$ cat config.mk
export PLATFORM = sky130hd
export DESIGN_NAME = risc_v_mike_mem_bus_seq
export DESIGN_NICKNAME = d
export VERILOG_FILES = /design/src/rtl/risc_v_mike_mem_bus_seq.sv
export SDC_FILE = /design/constraint.sdc
export NUM_CORES = 1
export LEC_CHECK = 0
export CORE_ASPECT_RATIO = 0.7
export CORE_MARGIN = 1
export CORE_UTILIZATION = 41
export CTS_CLUSTER_DIAMETER = 40
export DETAILED_ROUTE_END_ITERATION = 16
export GPL_TIMING_DRIVEN = 0
export PLACE_DENSITY = 0.81
export SYNTH_ARGS = -nofsm -noshare
export SYNTH_HDL_FRONTEND = slang
export SYNTH_SLANG_ARGS = --single-unit
$ cat constraint.sdc
create_clock -name clk -period 2.9 [get_ports clk]
set_input_delay 0.58 -clock clk [delete_from_list [all_inputs] [get_ports clk]]
set_output_delay 0.58 -clock clk [all_outputs]
set_load 0.005 [all_outputs]
$ cat src/rtl/risc_v_mike_mem_bus_seq.sv
// Load/store bus sequencer: decodes a core access into one of several slave
// regions, drives a shared command bus until the slave acks or the wait
// budget runs out, then returns one aligned/extended response strobe.
module risc_v_mike_mem_bus_seq #(
  parameter int ADDR_W         = 32,
  parameter int NUM_REGIONS    = 4,
  parameter logic [NUM_REGIONS*ADDR_W-1:0] REGION_BASE =
    {32'hFFFF_0000, 32'h7FFF_F000, 32'h1001_0000, 32'h0040_0000},
  parameter logic [NUM_REGIONS*ADDR_W-1:0] REGION_MASK =
    {32'hFFFF_FF00, 32'hFFFF_F000, 32'hFFFF_0000, 32'hFFFF_0000},
  parameter int TIMEOUT_CYCLES = 16
) (
  input  logic                     clk,
  input  logic                     rst,
  input  logic                     req_valid,
  output logic                     req_ready,
  input  logic                     req_write,
  input  logic [ADDR_W-1:0]        req_addr,
  input  logic [2:0]               req_funct3,
  input  logic [31:0]              req_wdata,
  output logic                     rsp_valid,
  output logic [31:0]              rsp_rdata,
  output logic                     rsp_err,
  output logic [NUM_REGIONS-1:0]   slv_req,
  output logic                     slv_we,
  output logic [ADDR_W-1:0]        slv_addr,
  output logic [3:0]               slv_be,
  output logic [31:0]              slv_wdata,
  input  logic [NUM_REGIONS*32-1:0] slv_rdata,
  input  logic [NUM_REGIONS-1:0]   slv_ack
);

  // state  | meaning
  // IDLE   | ready for a request, bus quiet
  // ACCESS | slave selected, waiting for its ack or the wait budget
  // RESP   | one-cycle response strobe
  typedef enum logic [1:0] {S_IDLE, S_ACCESS, S_RESP} state_t;

  localparam int CNT_W = (TIMEOUT_CYCLES > 1) ? $clog2(TIMEOUT_CYCLES) : 1;
  localparam int IDX_W = (NUM_REGIONS > 1) ? $clog2(NUM_REGIONS) : 1;
  localparam logic [CNT_W-1:0] CNT_LAST = CNT_W'(TIMEOUT_CYCLES - 1);

  state_t                 state_q, state_d;
  logic [CNT_W-1:0]       cnt_q, cnt_d;
  logic [IDX_W-1:0]       hit_idx_q, hit_idx_d;
  logic                   write_q, write_d;
  logic [2:0]             funct3_q, funct3_d;
  logic [1:0]             addr_lo_q, addr_lo_d;
  logic [NUM_REGIONS-1:0] slv_req_q, slv_req_d;
  logic                   slv_we_q, slv_we_d;
  logic [ADDR_W-1:0]      slv_addr_q, slv_addr_d;
  logic [3:0]             slv_be_q, slv_be_d;
  logic [31:0]            slv_wdata_q, slv_wdata_d;
  logic                   rsp_valid_q, rsp_valid_d;
  logic [31:0]            rsp_rdata_q, rsp_rdata_d;
  logic                   rsp_err_q, rsp_err_d;

  logic                   hit_found;
  logic [IDX_W-1:0]       hit_idx;
  logic [NUM_REGIONS-1:0] hit_onehot;
  logic                   f3_ok;
  logic                   misalign;
  logic [3:0]             cmd_be;
  logic [31:0]            cmd_wdata;
  logic                   ack_sel;
  logic [31:0]            sel_rdata;
  logic [31:0]            lane;
  logic [31:0]            load_data;

  // Ready only while idle; forced low for the whole time reset is held.
  assign req_ready = rst && (state_q == S_IDLE);

  assign rsp_valid = rsp_valid_q;
  assign rsp_rdata = rsp_rdata_q;
  assign rsp_err   = rsp_err_q;
  assign slv_req   = slv_req_q;
  assign slv_we    = slv_we_q;
  assign slv_addr  = slv_addr_q;
  assign slv_be    = slv_be_q;
  assign slv_wdata = slv_wdata_q;

  // Request decode: region lookup (lowest index wins), funct3 legality,
  // alignment, and byte-lane formatting of the store command.
  always_comb begin
    hit_found  = 1'b0;
    hit_idx    = '0;
    hit_onehot = '0;
    for (int i = 0; i < NUM_REGIONS; i++) begin
      if (!hit_found &&
          ((req_addr & REGION_MASK[i*ADDR_W +: ADDR_W]) == REGION_BASE[i*ADDR_W +: ADDR_W])) begin
        hit_found     = 1'b1;
        hit_idx       = IDX_W'(i);
        hit_onehot[i] = 1'b1;
      end
    end

    case (req_funct3)
      3'b000, 3'b001, 3'b010: f3_ok = 1'b1;
      3'b100, 3'b101:         f3_ok = !req_write;
      default:                f3_ok = 1'b0;
    endcase

    misalign = ((req_funct3[1:0] == 2'b01) && req_addr[0]) ||
               ((req_funct3[1:0] == 2'b10) && (req_addr[1:0] != 2'b00));

    case (req_funct3[1:0])
      2'b00: begin
        cmd_be    = 4'b0001 << req_addr[1:0];
        cmd_wdata = {4{req_wdata[7:0]}};
      end
      2'b01: begin
        cmd_be    = 4'b0011 << req_addr[1:0];
        cmd_wdata = {2{req_wdata[15:0]}};
      end
      default: begin
        cmd_be    = 4'b1111;
        cmd_wdata = req_wdata;
      end
    endcase
  end

  // Load return path: pick the selected slave's word, shift the addressed
  // lane down, then sign- or zero-extend by access type.
  always_comb begin
    sel_rdata = '0;
    for (int i = 0; i < NUM_REGIONS; i++) begin
      if (hit_idx_q == IDX_W'(i)) sel_rdata = slv_rdata[i*32 +: 32];
    end
    ack_sel = |(slv_ack & slv_req_q);
    lane    = sel_rdata >> {addr_lo_q, 3'b000};
    case (funct3_q)
      3'b000:  load_data = {{24{lane[7]}}, lane[7:0]};
      3'b001:  load_data = {{16{lane[15]}}, lane[15:0]};
      3'b100:  load_data = {24'h0, lane[7:0]};
      3'b101:  load_data = {16'h0, lane[15:0]};
      default: load_data = sel_rdata;
    endcase
  end

  // Next-state and next-output logic for the sequencer.
  always_comb begin
    state_d     = state_q;
    cnt_d       = cnt_q;
    hit_idx_d   = hit_idx_q;
    write_d     = write_q;
    funct3_d    = funct3_q;
    addr_lo_d   = addr_lo_q;
    slv_req_d   = slv_req_q;
    slv_we_d    = slv_we_q;
    slv_addr_d  = slv_addr_q;
    slv_be_d    = slv_be_q;
    slv_wdata_d = slv_wdata_q;
    rsp_valid_d = 1'b0;
    rsp_rdata_d = '0;
    rsp_err_d   = 1'b0;

    case (state_q)
      S_IDLE: begin
        if (req_valid) begin
          write_d     = req_write;
          funct3_d    = req_funct3;
          addr_lo_d   = req_addr[1:0];
          slv_addr_d  = {req_addr[ADDR_W-1:2], 2'b00};
          slv_wdata_d = cmd_wdata;
          if (f3_ok && !misalign && hit_found) begin
            state_d   = S_ACCESS;
            cnt_d     = '0;
            hit_idx_d = hit_idx;
            slv_req_d = hit_onehot;
            slv_we_d  = req_write;
            slv_be_d  = cmd_be;
          end else begin
            state_d     = S_RESP;
            rsp_valid_d = 1'b1;
            rsp_err_d   = 1'b1;
          end
        end
      end
      S_ACCESS: begin
        if (ack_sel || (cnt_q == CNT_LAST)) begin
          state_d     = S_RESP;
          rsp_valid_d = 1'b1;
          rsp_err_d   = !ack_sel;
          rsp_rdata_d = (ack_sel && !write_q) ? load_data : 32'h0;
          slv_req_d   = '0;
          slv_we_d    = 1'b0;
          slv_be_d    = '0;
        end else begin
          cnt_d = cnt_q + 1'b1;
        end
      end
      default: begin
        state_d = S_IDLE;
      end
    endcase
  end

  // State and registered outputs; reset clears the slave request at once.
  always_ff @(posedge clk or negedge rst) begin
    if (!rst) begin
      state_q     <= S_IDLE;
      cnt_q       <= '0;
      hit_idx_q   <= '0;
      write_q     <= 1'b0;
      funct3_q    <= '0;
      addr_lo_q   <= '0;
      slv_req_q   <= '0;
      slv_we_q    <= 1'b0;
      slv_addr_q  <= '0;
      slv_be_q    <= '0;
      slv_wdata_q <= '0;
      rsp_valid_q <= 1'b0;
      rsp_rdata_q <= '0;
      rsp_err_q   <= 1'b0;
    end else begin
      state_q     <= state_d;
      cnt_q       <= cnt_d;
      hit_idx_q   <= hit_idx_d;
      write_q     <= write_d;
      funct3_q    <= funct3_d;
      addr_lo_q   <= addr_lo_d;
      slv_req_q   <= slv_req_d;
      slv_we_q    <= slv_we_d;
      slv_addr_q  <= slv_addr_d;
      slv_be_q    <= slv_be_d;
      slv_wdata_q <= slv_wdata_d;
      rsp_valid_q <= rsp_valid_d;
      rsp_rdata_q <= rsp_rdata_d;
      rsp_err_q   <= rsp_err_d;
    end
  end

endmodule

Yosys cells after proc, flatten, opt, wreduce, memory -nomap -nowiden
Cells that the tools add are included.
{"block": "totals", "ff_bits": 119, "inputBits": 203, "elab_cells": 120, "out_inout_bits": 108}
{"block": "op_classes", "add_sub_neg": 1, "reduce_logical": 33, "eq_ne": 22, "muxes": 46, "bitwise": 1, "n_shift": 3}
{"cell": "32-bit two-way mux", "count": 7}
{"cell": "32-bit case mux with 4 select lines", "count": 1}
{"cell": "32-bit case mux with 2 select lines", "count": 1}
{"cell": "4-bit two-way mux", "count": 8}
{"cell": "4-bit case mux with 2 select lines", "count": 4}
{"cell": "32-bit by 5-bit right shift with 16-bit output", "count": 1}
{"cell": "24-bit == test, second input constant", "count": 1}
{"cell": "20-bit by 19-bit == test with 1-bit output, second input constant", "count": 1}
{"cell": "16-bit by 13-bit == test with 1-bit output, second input constant", "count": 1}
{"cell": "16-bit by 7-bit == test with 1-bit output, second input constant", "count": 1}
{"cell": "1-bit two-way mux", "count": 15}
{"cell": "3-bit == test, second input constant", "count": 4}
{"cell": "2-bit two-way mux", "count": 5}
{"cell": "1-bit logical AND", "count": 9}
{"cell": "1-bit case mux with 2 select lines", "count": 4}
{"cell": "4-bit AND reduction", "count": 2}
{"cell": "1-bit logical NOT", "count": 7}
{"cell": "2-bit by 1-bit == test with 1-bit output, second input constant", "count": 3}
{"cell": "2-bit == test, second input constant", "count": 3}
{"cell": "3-bit by 1-bit == test with 1-bit output, second input constant", "count": 2}
{"cell": "2-bit logical NOT", "count": 3}
{"cell": "3-bit logical NOT", "count": 2}
{"cell": "2-bit inequality test, second input constant", "count": 3}
{"cell": "4-bit by 1-bit adder with 4-bit output, second input constant", "count": 1}
{"cell": "other kinds (14)", "count": 17}

Depth between registers and ports, before layout
{"block": "logic_depth", "depth_word": 15, "depth_mapped": 8, "mapped_depth_nobuf": 6}

Worst setup path after synthesis
Ideal clock, no wire load.
{"block": "synth_timing", "kind": "input to register", "start": "input port req_addr[23]", "end": "register slv_req_q[0], in the netlist slv_req[0]", "path_slack_ps": 632, "stages": 5, "arrival_time_ps": 2102, "n_path_buf": 0, "setup_ps": 165, "required_time_ps": 2735, "path_cell_list": "nand4_1 > nor4_4 > o21ai_1 > a2111oi_2 > o32ai_1"}
{"block": "synth_between", "elab_chain_len": 14}
{"item": "start: declaration", "line_no": "18", "text": "input logic [ADDR_W-1:0] req_addr,"}
{"item": "16-bit by 7-bit == test with 1-bit output", "line_no": "90", "text": "((req_addr & REGION_MASK[i*ADDR_W +: ADDR_W]) == REGION_BASE[i*ADDR_W +: ADDR_W])) begin"}
{"item": "1-bit two-way mux", "line_no": "89", "text": "if (!hit_found &&"}
{"item": "1-bit logical NOT", "line_no": "89"}
{"item": "1-bit logical AND", "line_no": "89"}
{"item": "1-bit two-way mux", "line_no": "89"}
{"item": "1-bit logical NOT", "line_no": "89"}
{"item": "1-bit logical AND", "line_no": "89"}
{"item": "1-bit two-way mux", "line_no": "89"}
{"item": "1-bit logical NOT", "line_no": "89"}
{"item": "1-bit logical AND", "line_no": "89"}
{"item": "1-bit two-way mux", "line_no": "89"}
{"item": "1-bit logical AND", "line_no": "165", "text": "if (f3_ok && !misalign && hit_found) begin"}
{"item": "2-bit by 1-bit inequality test with 1-bit output (no source line)"}
{"item": "4-bit AND reduction (no source line)"}
{"item": "end signal: assignment", "line_no": "222", "text": "slv_req_q <= slv_req_d;"}
{"item": "end: declaration", "line_no": "49", "text": "logic [NUM_REGIONS-1:0] slv_req_q, slv_req_d;"}
Parallel ways exist; a longest one is shown, timed or not. The select of a mux whose other input is x is not followed.
A chain may end at the register's enable or synchronous reset.

Worst setup path in the final report
{"block": "layout_timing", "start": "register hit_idx_q[1]", "end": "register rsp_rdata_q[2], in the netlist rsp_rdata[2]"}
{"block": "layout_between", "elab_chain_len": 10}
{"item": "start: declaration", "line_no": "45", "text": "logic [IDX_W-1:0] hit_idx_q, hit_idx_d;"}
{"item": "start signal: assignment", "line_no": "218", "text": "hit_idx_q <= hit_idx_d;"}
{"item": "2-bit logical NOT", "line_no": "127", "text": "if (hit_idx_q == IDX_W'(i)) sel_rdata = slv_rdata[i*32 +: 32];"}
{"item": "32-bit two-way mux (3 in series)", "line_no": "127"}
{"item": "32-bit two-way mux *", "line_no": "127"}
{"item": "32-bit by 5-bit right shift with 16-bit output", "line_no": "130", "text": "lane = sel_rdata >> {addr_lo_q, 3'b000};"}
{"item": "32-bit case mux with 4 select lines *", "line_no": "131", "text": "case (funct3_q)"}
{"item": "32-bit two-way mux *", "line_no": "184", "text": "rsp_rdata_d = (ack_sel && !write_q) ? load_data : 32'h0;"}
{"item": "32-bit two-way mux *", "line_no": "180", "text": "if (ack_sel || (cnt_q == CNT_LAST)) begin"}
{"item": "32-bit two-way mux *", "line_no": "157", "text": "case (state_q)"}
{"item": "named net rsp_rdata_d[2]", "line_no": "55", "text": "logic [31:0] rsp_rdata_q, rsp_rdata_d;"}
{"item": "end signal: assignment", "line_no": "228", "text": "rsp_rdata_q <= rsp_rdata_d;"}
{"item": "end: declaration", "line_no": "55"}
The timed path passes the listed nets; every way through them passes the cells marked *.

==> results_dict.tcl <==
set metrics [dict create \
    grt_pass1_vias 6426 \
    yosys-top-cells-count "nand2_1, dfrtp_1, nor2_1" \
    gr-total-overflow 0 \
    drv_cap 0 \
    hp-class "in -> async" \
    async_reset_ff_share_pct 100 \
    io_buffers 308 \
    yosys.cell_types.count 54 \
    synthToLayoutAreaGrowth_pct 61.4 \
    r2r_start "hit_idx_q[1]$_DFFE_PN0P_" \
    period_minus_slack_ns 2.69 \
    diodes 0 \
    yosys.area.top_type "dfrtp_1" \
    hpwl_um 18200 \
    netlist_area_um2 6410 \
    synth-edff-count 0 \
    yosysMostFrequentCell "nand2_1" \
    synth_top_area_share_pct 46.5 \
    drive_gt1_share_pct 10.0 \
    slew_violations 0 \
    rr_endpoint "rsp_rdata[2]$_DFF_PN0_" \
    ant_nets 0 \
    placed_cell_area_um2 9770 \
    syn_inst 647 \
    grt_pass1_wl_um 36000 \
    outcome "completed" \
    firstDrtPassIters 5 \
    rows 37 \
    insertion_delay_ns 0.41 \
    cts_sinks 119 \
    antenna_found_initial 1 \
    worst-r2r-cell-count 7 \
    gp_congestion 0.906 \
    die_area_um2 16100 \
    fp.dieW_um 151 \
    synth-seq-area-share_pct 46.5 \
    postLayoutCoreUtil_pct 69.0 \
    p_leak_nw 4.51 \
    max_freq_mhz 371 \
    core-area_um2 15000 \
    path_max_fanout 10 \
    clock-root-buffer "clkbuf_16" \
    p_per_area_nw_per_um2 482 \
    vdd_drop_max_v 0.000420 \
    finClkSkew_ns 0.0173 \
    start_util_pct 42.7 \
    ys_ff_latch 119 \
    rsz0062_at_grt "false" \
    path_clk_slew_ns 0.06 \
    timing.reg2reg.setup_slack_ns 0.21 \
    cp.required_ns 3.19 \
    cts_tree "yes" \
    die_height_um 107 \
    vias 6415 \
    wirelength_um 23100 \
    cts.htree.levels 4 \
    setup.worst_path.start "hit_idx_q[1]$_DFFE_PN0P_" \
    drcViolationCount 0 \
    ios 311 \
    power_mw 4.99 \
    arrival_ns 2.98 \
    grt.total_usage_pct 29.9 \
    yosys_warnings 0 \
    tightest_slew_ns 0.929 \
    synth_area_per_cell_um2 9.91 \
    synth_area_leaders "dfrtp_1, mux4_2, nand2_1" \
    timing.final.hold_violations 0 \
    drt_iter0_drc 350 \
    final_area_um2 10300 \
    cts.path.max_buffers 2 \
    end_kind "flip-flop" \
    via_per_inst 5.42 \
    ys_dominant_reg_cell "dfrtp_1" \
    startpoint_type "flip-flop" \
    finalSetupViolCount 0 \
    grt_max_degree 77 \
    slew_headroom_pct 37.8 \
    final.period_utilization_pct 92.9 \
    wire_per_inst_um 19.5 \
    num-nets-final 1180 \
    worstSetupEndpoint "rsp_rdata[2]$_DFF_PN0_" \
    crit_type "reg -> reg" \
    cts_buffers 17 \
]
flip-flops by register name, indices dropped and copies added (netlist names), 3 cells and up:
signal and cells:
cnt_q 4, funct3_q 3, rsp_rdata 32, slv_addr 30, slv_be 4, slv_req 4
slv_wdata 32
cell usage in the layout (no fill, tap or decap), drive strengths merged, types with 2 or more instances in the layout:
master	instances
buf	19
nand2	197
o311a	6
or3b	2
a21oi	17
clkbuf	45
mux2i	34
xnor2	2
a22oi	8
a21boi	2
o32ai	2
clkdlybuf4s50	307
mux2	7
nor2	48
nand3	21
nand4	6
nor2b	2
inv	7
o22ai	13
nor4	5
and2	2
clkinvlp	6
mux4	35
nor3	5
a211oi	8
nand3b	2
dfrtp	119
or2	2
nand2b	2
o2bb2ai	2
o21ai	34
clkinv	5
conb	2
o21a	2
critical path, stage by stage, from the launching register on:
cell	delay (ns)
dfrtp_1	0.31
buf_2	0.26
buf_1	0.52
buf_1	0.67
mux4_2	0.45
o22ai_1	0.15
nand2_1	0.08
o311a_1	0.13
kinds of logic after synthesis:
kind of cell / count (synthesis) / share of synthesized area, %
AOI/OAI and AO/OA: 103 / 10.4
xor gates and xnor gates: 2 / 0.273
adders and majority gates: 1 / 0.195
buffers and inverters: 49 / 3.65
DFF: 119 / 46.5
muxes: 76 / 19.0
other: 1 / 0.0585
and+or+nand+nor: 296 / 20.0
cell type report:
class	instances	area, µm²
Timing Repair Buffer	309	3110
Multi-Input combinational cell	480	3210
Inverter	6	22.5
Buffer	43	211
Sequential cell	119	2980
Clock inverter	13	124
Tap cell	195	244
Fill cell	1198	4650
Clock buffer	19	443
worst min-delay path by stage:
stage	startpoint	to	slack, ns	depth (start not counted)
floorplan	rst	addr_lo_q[0]$_DFFE_PN0P_	0.28	0
global placement	slv_addr[7]$_DFFE_PN0P_	slv_addr[7]$_DFFE_PN0P_	0.46	2
detailed placement	slv_addr[23]$_DFFE_PN0P_	slv_addr[23]$_DFFE_PN0P_	0.46	2
CTS	rst	slv_wdata[23]$_DFFE_PN0P_	0.1	1
global route	rst	slv_wdata[23]$_DFFE_PN0P_	0.11	1
finish	rst	slv_wdata[23]$_DFFE_PN0P_	0.09	1
report_power, final:
group,internal [mW],switching [mW],total (mW),leakage (nW)
Combinational,0.633,0.464,1.10,2.71
Clock,1.21,0.810,2.02,0.258
Sequential,1.79,0.0818,1.87,1.54
timing repair:
item,CTS,global route
setup endpoints to repair,0,9
hold endpoints to repair,0,0
hold buffers,0,0
buffers inserted,0,0
gates resized for setup,0,1
metal layers:
| metal | wire length, µm | vias up | GRT usage, % |
|---|---|---|---|
| met5 | 12 | - | 0 |
| met4 | 415 | 2 | 8.07 |
| met3 | 2450 | 36 | 10.9 |
| met2 | 10100 | 315 | 42.7 |
| met1 | 10100 | 3113 | 42.4 |
| li1 | - | 2949 | - |
per-stage QoR:
step / hold slack (ns) / cells / worst slack (ns) / TNS, ns
after floorplan: 0.284 / 648 / 0.632 / 0
after global placement: 0.459 / 1151 / -3.75 / -418.51
after detailed placement: 0.462 / 1152 / -0.422 / -3.65
after CTS: 0.0988 / 1184 / 0.00606 / 0
after global routing: 0.114 / 1184 / 0.0608 / 0
final: 0.0923 / 1184 / 0.207 / 0
Note: power is estimated with default switching activity, not from simulation.
